`src/rtl/uart_pkg.sv`:
```
// Shared types and constants for the UART receive path.
package uart_pkg;

  typedef enum logic [1:0] {
    RX_IDLE,
    RX_START,
    RX_DATA,
    RX_STOP
  } rx_state_e;

  localparam int OVERSAMPLE   = 16;
  localparam int SAMPLE_FIRST = 7;
  localparam int SAMPLE_LAST  = 9;
  localparam int BIT_END      = 15;

  function automatic logic maj3(input logic a, input logic b, input logic c);
    return (a & b) | (a & c) | (b & c);
  endfunction

endpackage

```
`src/rtl/uart_baud_tick.sv`:
```
// Oversample slot divider: o_tick is high in the last clock of each DIV-clock slot.
// Held at zero while i_clear is high so the first slot lines up with the start edge.
module uart_baud_tick #(
  parameter int DIV = 1
) (
  input  logic i_clk,
  input  logic i_reset,
  input  logic i_clear,
  output logic o_tick
);
  localparam int CW = (DIV > 1) ? $clog2(DIV) : 1;
  localparam logic [CW-1:0] LAST = CW'(DIV - 1);

  logic [CW-1:0] r_div_cnt;

  always_ff @(posedge i_clk) begin
    if (i_reset || i_clear) begin
      r_div_cnt <= '0;
    end else if (r_div_cnt == LAST) begin
      r_div_cnt <= '0;
    end else begin
      r_div_cnt <= r_div_cnt + CW'(1);
    end
  end

  assign o_tick = (r_div_cnt == LAST) && !i_clear;

endmodule

```
`src/rtl/uart_byte_rx.sv`:
```
// 8N1 UART receiver, 16x oversampled, 3-sample majority vote per bit.
// rx_done/frame_error pulse 1 cycle after the tick ending stop-bit slot 9; no backpressure.
module uart_byte_rx
  import uart_pkg::*;
#(
  parameter int CLOCK_FREQ = 50_000_000,
  parameter int BAUD       = 115200
) (
  input  logic       Clk,
  input  logic       Reset,
  input  logic       uart_rx,
  output logic [7:0] rx_data,
  output logic       rx_done,
  output logic       frame_error
);
  localparam int DIV = CLOCK_FREQ / (BAUD * OVERSAMPLE);
  localparam int SW  = $clog2(OVERSAMPLE);

  if (DIV < 1) begin : g_div_check
    $error("uart_byte_rx: CLOCK_FREQ too low for BAUD (DIV < 1)");
  end

  logic          r_sync1, r_rx_s, r_rx_d;
  rx_state_e     r_state, w_next;
  logic [SW-1:0] r_slot;
  logic [2:0]    r_bit_idx;
  logic [7:0]    r_shreg, r_rx_data;
  logic          r_smp_a, r_smp_b, r_rx_done, r_frame_error;
  logic          w_fall, w_tick, w_clear, w_end9, w_end15, w_bit;
  logic          w_shift, w_done_set, w_ferr_set;

  uart_baud_tick #(.DIV(DIV)) u_baud_tick (
    .i_clk   (Clk),
    .i_reset (Reset),
    .i_clear (w_clear),
    .o_tick  (w_tick)
  );

  assign w_fall  = r_rx_d & ~r_rx_s;
  assign w_clear = (r_state == RX_IDLE);
  assign w_end9  = w_tick && (r_slot == SW'(SAMPLE_LAST));
  assign w_end15 = w_tick && (r_slot == SW'(BIT_END));
  // Third vote is the live synchronized sample at the end of slot 9.
  assign w_bit   = maj3(r_smp_a, r_smp_b, r_rx_s);

  always_ff @(posedge Clk) begin
    if (Reset) begin
      r_state <= RX_IDLE;
    end else begin
      r_state <= w_next;
    end
  end

  always_comb begin
    w_next = r_state;
    case (r_state)
      RX_IDLE:  if (w_fall) w_next = RX_START;
      RX_START: begin
        if (w_end9 && w_bit) w_next = RX_IDLE;
        else if (w_end15)    w_next = RX_DATA;
      end
      RX_DATA:  if (w_end15 && (r_bit_idx == 3'd7)) w_next = RX_STOP;
      RX_STOP:  if (w_end9) w_next = RX_IDLE;
      default:  w_next = RX_IDLE;
    endcase
  end

  always_comb begin
    w_shift    = 1'b0;
    w_done_set = 1'b0;
    w_ferr_set = 1'b0;
    case (r_state)
      RX_DATA: w_shift = w_end9;
      RX_STOP: begin
        w_done_set = w_end9 && w_bit;
        w_ferr_set = w_end9 && !w_bit;
      end
      default: ;
    endcase
  end

  always_ff @(posedge Clk) begin
    if (Reset) begin
      r_sync1       <= 1'b1;
      r_rx_s        <= 1'b1;
      r_rx_d        <= 1'b1;
      r_slot        <= '0;
      r_bit_idx     <= '0;
      r_shreg       <= '0;
      r_smp_a       <= 1'b0;
      r_smp_b       <= 1'b0;
      r_rx_data     <= '0;
      r_rx_done     <= 1'b0;
      r_frame_error <= 1'b0;
    end else begin
      r_sync1 <= uart_rx;
      r_rx_s  <= r_sync1;
      r_rx_d  <= r_rx_s;

      if (w_clear)     r_slot <= '0;
      else if (w_tick) r_slot <= r_slot + SW'(1);

      if (w_tick && (r_slot == SW'(SAMPLE_FIRST)))     r_smp_a <= r_rx_s;
      if (w_tick && (r_slot == SW'(SAMPLE_FIRST + 1))) r_smp_b <= r_rx_s;

      if (r_state == RX_START && w_end15)    r_bit_idx <= '0;
      else if (r_state == RX_DATA && w_end15) r_bit_idx <= r_bit_idx + 3'd1;

      if (w_shift)    r_shreg   <= {w_bit, r_shreg[7:1]};
      if (w_done_set) r_rx_data <= r_shreg;
      r_rx_done     <= w_done_set;
      r_frame_error <= w_ferr_set;
    end
  end

  assign rx_data     = r_rx_data;
  assign rx_done     = r_rx_done;
  assign frame_error = r_frame_error;

endmodule
```
`config.mk`:
```
export PLATFORM = sky130hd
export DESIGN_NAME = uart_byte_rx
export DESIGN_NICKNAME = d
export VERILOG_FILES = /design/src/rtl/uart_pkg.sv /design/src/rtl/uart_baud_tick.sv /design/src/rtl/uart_byte_rx.sv
export SDC_FILE = /design/constraint.sdc
export NUM_CORES = 1
export LEC_CHECK = 0
export ABC_AREA = 1
export CAP_MARGIN = 10
export CORE_ASPECT_RATIO = 0.5
export CORE_MARGIN = 4
export CORE_UTILIZATION = 41
export DETAILED_ROUTE_END_ITERATION = 7
export GPL_TIMING_DRIVEN = 0
export SLEW_MARGIN = 20
export SYNTH_ARGS = -nofsm -noshare
export SYNTH_HDL_FRONTEND = slang
export SYNTH_SLANG_ARGS = --single-unit
```
`constraint.sdc`:
```
create_clock -name Clk -period 3.57 [get_ports Clk]
set_input_delay 0.5355 -clock Clk [delete_from_list [all_inputs] [get_ports Clk]]
set_output_delay 0.5355 -clock Clk [all_outputs]
set_load 0.02 [all_outputs]
```
==> summary.txt, run 1 <==
Outcome = complete, no violations
Met3 wire length = 108 um
Drt wl/cell = 10.0 um
Clock sink count = 37
Filler cells = 346
Syn_area_per_cell = 8.12 um^2
H-tree levels = 2
Final Util = 0.533
Starting density of the core = 0.448
Min Tclk post-route = 1.77 ns
Max Slew Vio Count = 0
Root buf cell = clkbuf_8
I/O Buffers = 12
TritonCTS clock tree = done
CP bufs+invs = 1
CP arrival = 1.23 ns
Final Hold Viols = 0
Max Cap Viol = 0
Largest family of logic cells by synthesized area = simple AND/OR/NAND/NOR gates
Routability cong. = 0.779
Mux share of post-synthesis cell area = 0
Cells after DPL = 262
Yosys warning count = 0
CP max-delay cell = clkdlybuf4s50_1
Compound-gate portion of the synthesized area = 0.153
Peak Freq = 0.565 GHz
Synth Flop Type = dfxtp_1
Part of the cycle the worst path needs = 0.496
Crit-path leading delay family = buffers and inverters
First-pass GRT wire length = 4.84 mm
Worst path max stage delay = 0.61 ns
Initial antenna violation count = 0
Top Metal Used = met4
Setup violators final = 0
Setup TNS = 0 ns
Post-synthesis sequential area ratio = 0.459
Number of synthesized register bits = 37
# hold bufs at CTS = 0
Die Area = 5070 um^2
Max Root-Sink Buffers = 2
CP Launch Type = flop
Commonest non-fill, non-tap cell in the layout = dfxtp_1
Worst-Skew Late Latency = 0.29 ns
Die X = 96.8 um
Remaining antenna violation count = 0
Largest net degree at the start of global routing = 13
Synth Area in XOR/XNOR = 0
PostCTS Resize Cnt = 0
Ant diodes = 0
Io pins = 13
Vias = 1247
Clk pin slew, worst setup/hold paths = 0.08 ns
Register area = 741 um^2
Final HPWL DP = 1.93 mm
Row Count = 15
Global route overflow = 0
Post-Syn Instances = 199
DR pass1 iterations = 4
Post-layout instance area = 1920 um^2
Initial drt markers = 67
CP cell instances = clkdlybuf4s50_1
Clock skew = 0.00771 ns
Hold Path Class = reg -> reg
Vias in the first global route = 1068
Measured slew at the worst slew-check pin = 0.403 ns
Fraction of layout instances using a drive strength above 1 = 0.114
DR WL met2 = 1.16 mm
Kind of critical path = reg -> out
Placed cell areas = 1800 um^2
Syn nets = 209
Drt drc = 0
P&R area growth vs syn = 18.8%
Multi-input logic area = 736 um^2
Cell Area, Synth = 1620 um^2
Final net count = 228
Leak = 0.783 nW
Post-synth EDFFs = 0
CP endpoint kind = output port
M1 wire length = 1.38 mm
Simple-gate portion of the synthesized area = 0.249
Finished Layout Cells = 270
Synth cell types = 26
Die Ht = 52.4 um
CTS buffer count = 5
RSZ-0062 raised after global routing = no
Vias per inst = 4.62
CORE AREA = 3600 um^2
Post-synth ARST share = 0
Peak supply drop = 203 uV
WL final = 2.70 mm
Total Power = 0.000843 W
Post-CTS Setup Inserts = 0
Most frequent cells in the layout = dfxtp_1 (37), inv_1 (30), nor2_1 (28)
Adder-cell area share of the yosys netlist = 0.0542
Slew headroom = 0.731
P per Cell Area = 439 nW/um^2
Crit path max fanout = 2
Critical path data required time = 3.03 ns
Global Route Usage Sum = 0.126
## final cells by class
cell class | count | share of cell area
inverters | 31 | 0.0613
repair buffers | 12 | 0.0626
plain buffers | 3 | 0.0111
well taps | 51 | 0.0332
clock buffers | 6 | 0.0430
clock inverters | 2 | 0.0196
flip-flops and latches | 37 | 0.386
multi-input cells | 128 | 0.383
## power breakdown
| group | switching (W) | internal (W) | leakage [nW] |
|---|---|---|---|
| clock | 0.000154 | 0.000227 | 0.0574 |
| combinational | 0.0000251 | 0.0000140 | 0.427 |
| sequential | 0.00000541 | 0.000417 | 0.299 |
| total | 0.000185 | 0.000658 | 0.783 |
## cells in the mapped netlist, types with 2 or more instances
cell type  instances  area share
nor2_1            28       0.065
nand3_1            5       0.015
o21a_1             3       0.014
o21ai_2            2       0.011
nor2_4             2       0.014
or2_2              2      0.0077
nand2_1           24       0.056
o21ai_0           20       0.062
inv_1             30       0.070
clkbuf_1           2      0.0046
nand4_4            2       0.026
ha_1               7       0.054
nor2_2             2      0.0077
nand2_2            2      0.0077
dfxtp_1           37        0.46
a21oi_1           19       0.059
nand4_1            3       0.012
## stage by stage
step | setup slack, ns | hold slack, ns
finish | 1.80 | 0.413
detailed placement | 1.57 | 0.402
global placement | 1.54 | 0.392
global route | 1.69 | 0.443
CTS | 1.78 | 0.418
floorplan | 2.11 | 0.389
## path summary, 6_finish.rpt
| check | from | to | slack, ns | cells past startpoint |
|---|---|---|---|---|
| setup / recovery | rx_data[5] | rx_data[5] | 1.80 | 1 |
| hold reg to reg | r_sync1 | r_rx_s | 0.41 | 1 |
| setup reg to reg | u_baud_tick.r_div_cnt[0] | rx_data[7] | 1.94 | 8 |
| hold / removal | r_sync1 | r_rx_s | 0.41 | 1 |
## registers in the layout, indices dropped and copies added (netlist names), named ones only
name,count
r_slot,4
rx_data,8
r_smp_b,1
r_rx_d,1
r_bit_idx,3
r_smp_a,1
r_rx_s,1
frame_error,1
r_shreg,8
rx_done,1
r_sync1,1
r_state,1
u_baud_tick.r_div_cnt,5
## logic make-up (layout without fill, tap and decap cells)
kind of cell,count (synthesis),after routing
buffers and inverters,34,54
flip-flops,37,37
AO/OA/AOI/OAI,46,46
adder cells (fa/ha/maj),7,7
AND/OR/NAND/NOR,75,75
## worst register-to-register path, cell delays in order, from the launching register on
cell	delay (ns)
dfxtp_1	0.34
inv_1	0.06
ha_1	0.21
nand4_4	0.17
nor2_8	0.22
nand4_4	0.17
clkbuf_8	0.21
o21ai_2	0.11
a21oi_1	0.05
## layer usage
layer | up-vias | GRT usage
met5 | - | 0
met1 | 553 | 0.149
li1 | 676 | -
met4 | 0 | 0.0839
met2 | 13 | 0.193
met3 | 5 | 0.0478
Power figures use the tool's default switching activity.
==> run 2, diff against run 1 <==
==> constraint.sdc (replaced) <==
create_clock -name Clk -period 1.7 [get_ports Clk]
set_input_delay 0.255 -clock Clk [delete_from_list [all_inputs] [get_ports Clk]]
set_output_delay 0.255 -clock Clk [all_outputs]
set_load 0.02 [all_outputs]
==> summary.txt, run 2 (synthesis results as in run 1) <==
Outcome = complete, no violations
Vias = 1291 (+3.5%)
Crit path max fanout = 5 (+3)
Min Tclk post-route = 1.58 ns
Most frequent cells in the layout = dfxtp_1 (35), inv_1 (28), nor2_1 (27)
Die Area = 5070 um^2 (unchanged)
Max Cap Viol = 0 (unchanged)
Final Util = 0.558 (+0.0257)
Final Hold Slack = 0.415 ns (+0.00208 ns)
Power share of the sequential group = 0.498 (-0.003)
Kind of critical path = reg -> reg
CORE AREA = 3600 um^2 (unchanged)
Logic pwr share = 0.050 (+0.004)
CP arrival = 1.77 ns (+0.54 ns)
Drt drc = 0 (unchanged)
Sw power = 0.000398 W (+120%)
Vias in the first global route = 1068 (unchanged)
Ant diodes = 0 (unchanged)
Hold Path Class = reg -> reg
Int Power = 0.00138 W (+110%)
Filler cells = 335 (-3.2%)
Global Route Usage Sum = 0.126 (unchanged)
Worst-Skew Late Latency = 0.29 ns (about the same)
Max Root-Sink Buffers = 2 (unchanged)
TritonCTS clock tree = done
H-tree levels = 2 (unchanged)
CP Launch Type = flop
Worst r2r src = u_baud_tick.r_div_cnt[0]
First-pass GRT wire length = 4.84 mm (unchanged)
Initial antenna violation count = 0 (unchanged)
Largest net degree at the start of global routing = 13 (unchanged)
Die X = 96.8 um (unchanged)
Switching Fraction = 0.223 (+0.00427)
Starting density of the core = 0.448 (unchanged)
Fraction of layout instances using a drive strength above 1 = 0.170 (+0.0555)
Root buf cell = clkbuf_8
Leak = 0.809 nW (+3.3%)
CTS buffer count = 5 (unchanged)
Power share of the clock group = 0.452 (about the same)
Part of the cycle the worst path needs = 0.929
CP endpoint kind = flop
Final net count = 233 (+2.2%)
M1 wire length = 1.53 mm (+11%)
P per Cell Area = 886 nW/um^2 (+100%)
DR WL met2 = 1.24 mm (+6.6%)
Slew headroom = 0.717 (-0.0145)
Crit path launch = u_baud_tick.r_div_cnt[0]
WL final = 2.94 mm (+8.8%)
# hold bufs at CTS = 0 (unchanged)
Row Count = 15 (unchanged)
Clock sink count = 37 (unchanged)
P&R area growth vs syn = 24.6%
Final HPWL DP = 1.93 mm (unchanged)
Die Ht = 52.4 um (unchanged)
Commonest non-fill, non-tap cell in the layout = dfxtp_1
Measured slew at the worst slew-check pin = 0.425 ns (+0.0218 ns)
Io pins = 13 (unchanged)
DR pass1 iterations = 4 (unchanged)
Top Metal Used = met4
Clk pin slew, worst setup/hold paths = 0.08 ns (about the same)
Met3 wire length = 112 um (+3.7%)
Initial drt markers = 63 (-6.0%)
Placed cell areas = 1800 um^2 (unchanged)
Critical path data required time = 1.90 ns (-1.13 ns)
Vias per inst = 4.69 (+1.6%)
I/O Buffers = 12 (unchanged)
Clock skew = 0.00968 ns (+0.00196 ns)
Peak supply drop = 427 uV (+110%)
Remaining antenna violation count = 0 (unchanged)
Global route overflow = 0 (unchanged)
Peak Freq = 0.633 GHz
Post-layout instance area = 2010 um^2 (+4.8%)
Routability cong. = 0.779 (unchanged)
Setup violators final = 0 (unchanged)
Max Slew Vio Count = 0 (unchanged)
HP Start = r_sync1
Drt wl/cell = 10.7 um (+6.8%)
Final Hold Viols = 0 (unchanged)
==> run 2: per-layer routing <==
metal,vias to the layer above,track usage
met2,13,0.193
met1,580,0.149
met3,5,0.0478
li1,693,-
met4,0,0.0839
met5,-,0
==> run 2: power by group through the flow <==
stage	Sequential, W	Combinational [W]	Clock [W]
after floorplan	0.000906	0.0000635	0
after global placement	0.000908	0.0000822	0
after detailed placement	0.000908	0.0000823	0
after CTS	0.000887	0.0000831	0.000832
after global routing	0.000891	0.000104	0.000879
final	0.000888	0.0000886	0.000806
==> run 2: timing repair <==
item,4_1_cts,5_1_grt
buffers inserted,0,2
gates resized for setup,0,12
setup endpoints to repair,0,20
==> run 2: critical path, cell delays in order (launching register included) <==
cell and delay, ns:
dfxtp_2 0.34, inv_2 0.07, ha_4 0.15, nand4_4 0.18, nor2_8 0.23, nand4_4 0.18, buf_8 0.18, o21ai_2 0.10
a21oi_1 0.05
==> run 2: area by class of cell <==
cell class	instances	area, um^2	share of cell area
multi-input combinational	130	781	0.388
clock buffer	6	82.6	0.0410
tap	51	63.8	0.0317
buffer	3	22.5	0.0112
inverter	31	121	0.0603
clock inverter	2	37.5	0.0187
sequential	37	743	0.369
timing repair buffer	15	160	0.0796
==> run 2: path summary, 6_finish.rpt <==
check                           slack, ns  cells after the start          to
worst min-delay path                 0.42                      1      r_rx_s
worst max-delay path                 0.12                      8  rx_data[7]
worst max register to register       0.12                      8  rx_data[7]
worst min register to register       0.42                      1      r_rx_s
==> run 2: metrics by stage <==
| stage | worst slack (ns) | std cells | power (W) | TNS, ns |
|---|---|---|---|---|
| after global placement | -0.0460 | 262 | 0.000990 | -0.0586 |
| after CTS | 0.0290 | 270 | 0.00180 | 0 |
| after floorplan | 0.238 | 199 | 0.000969 | 0 |
| after detailed placement | -0.0195 | 262 | 0.000990 | -0.0195 |
| after global routing | -0.00289 | 275 | 0.00187 | -0.00289 |
| final | 0.121 | 275 | 0.00178 | 0 |
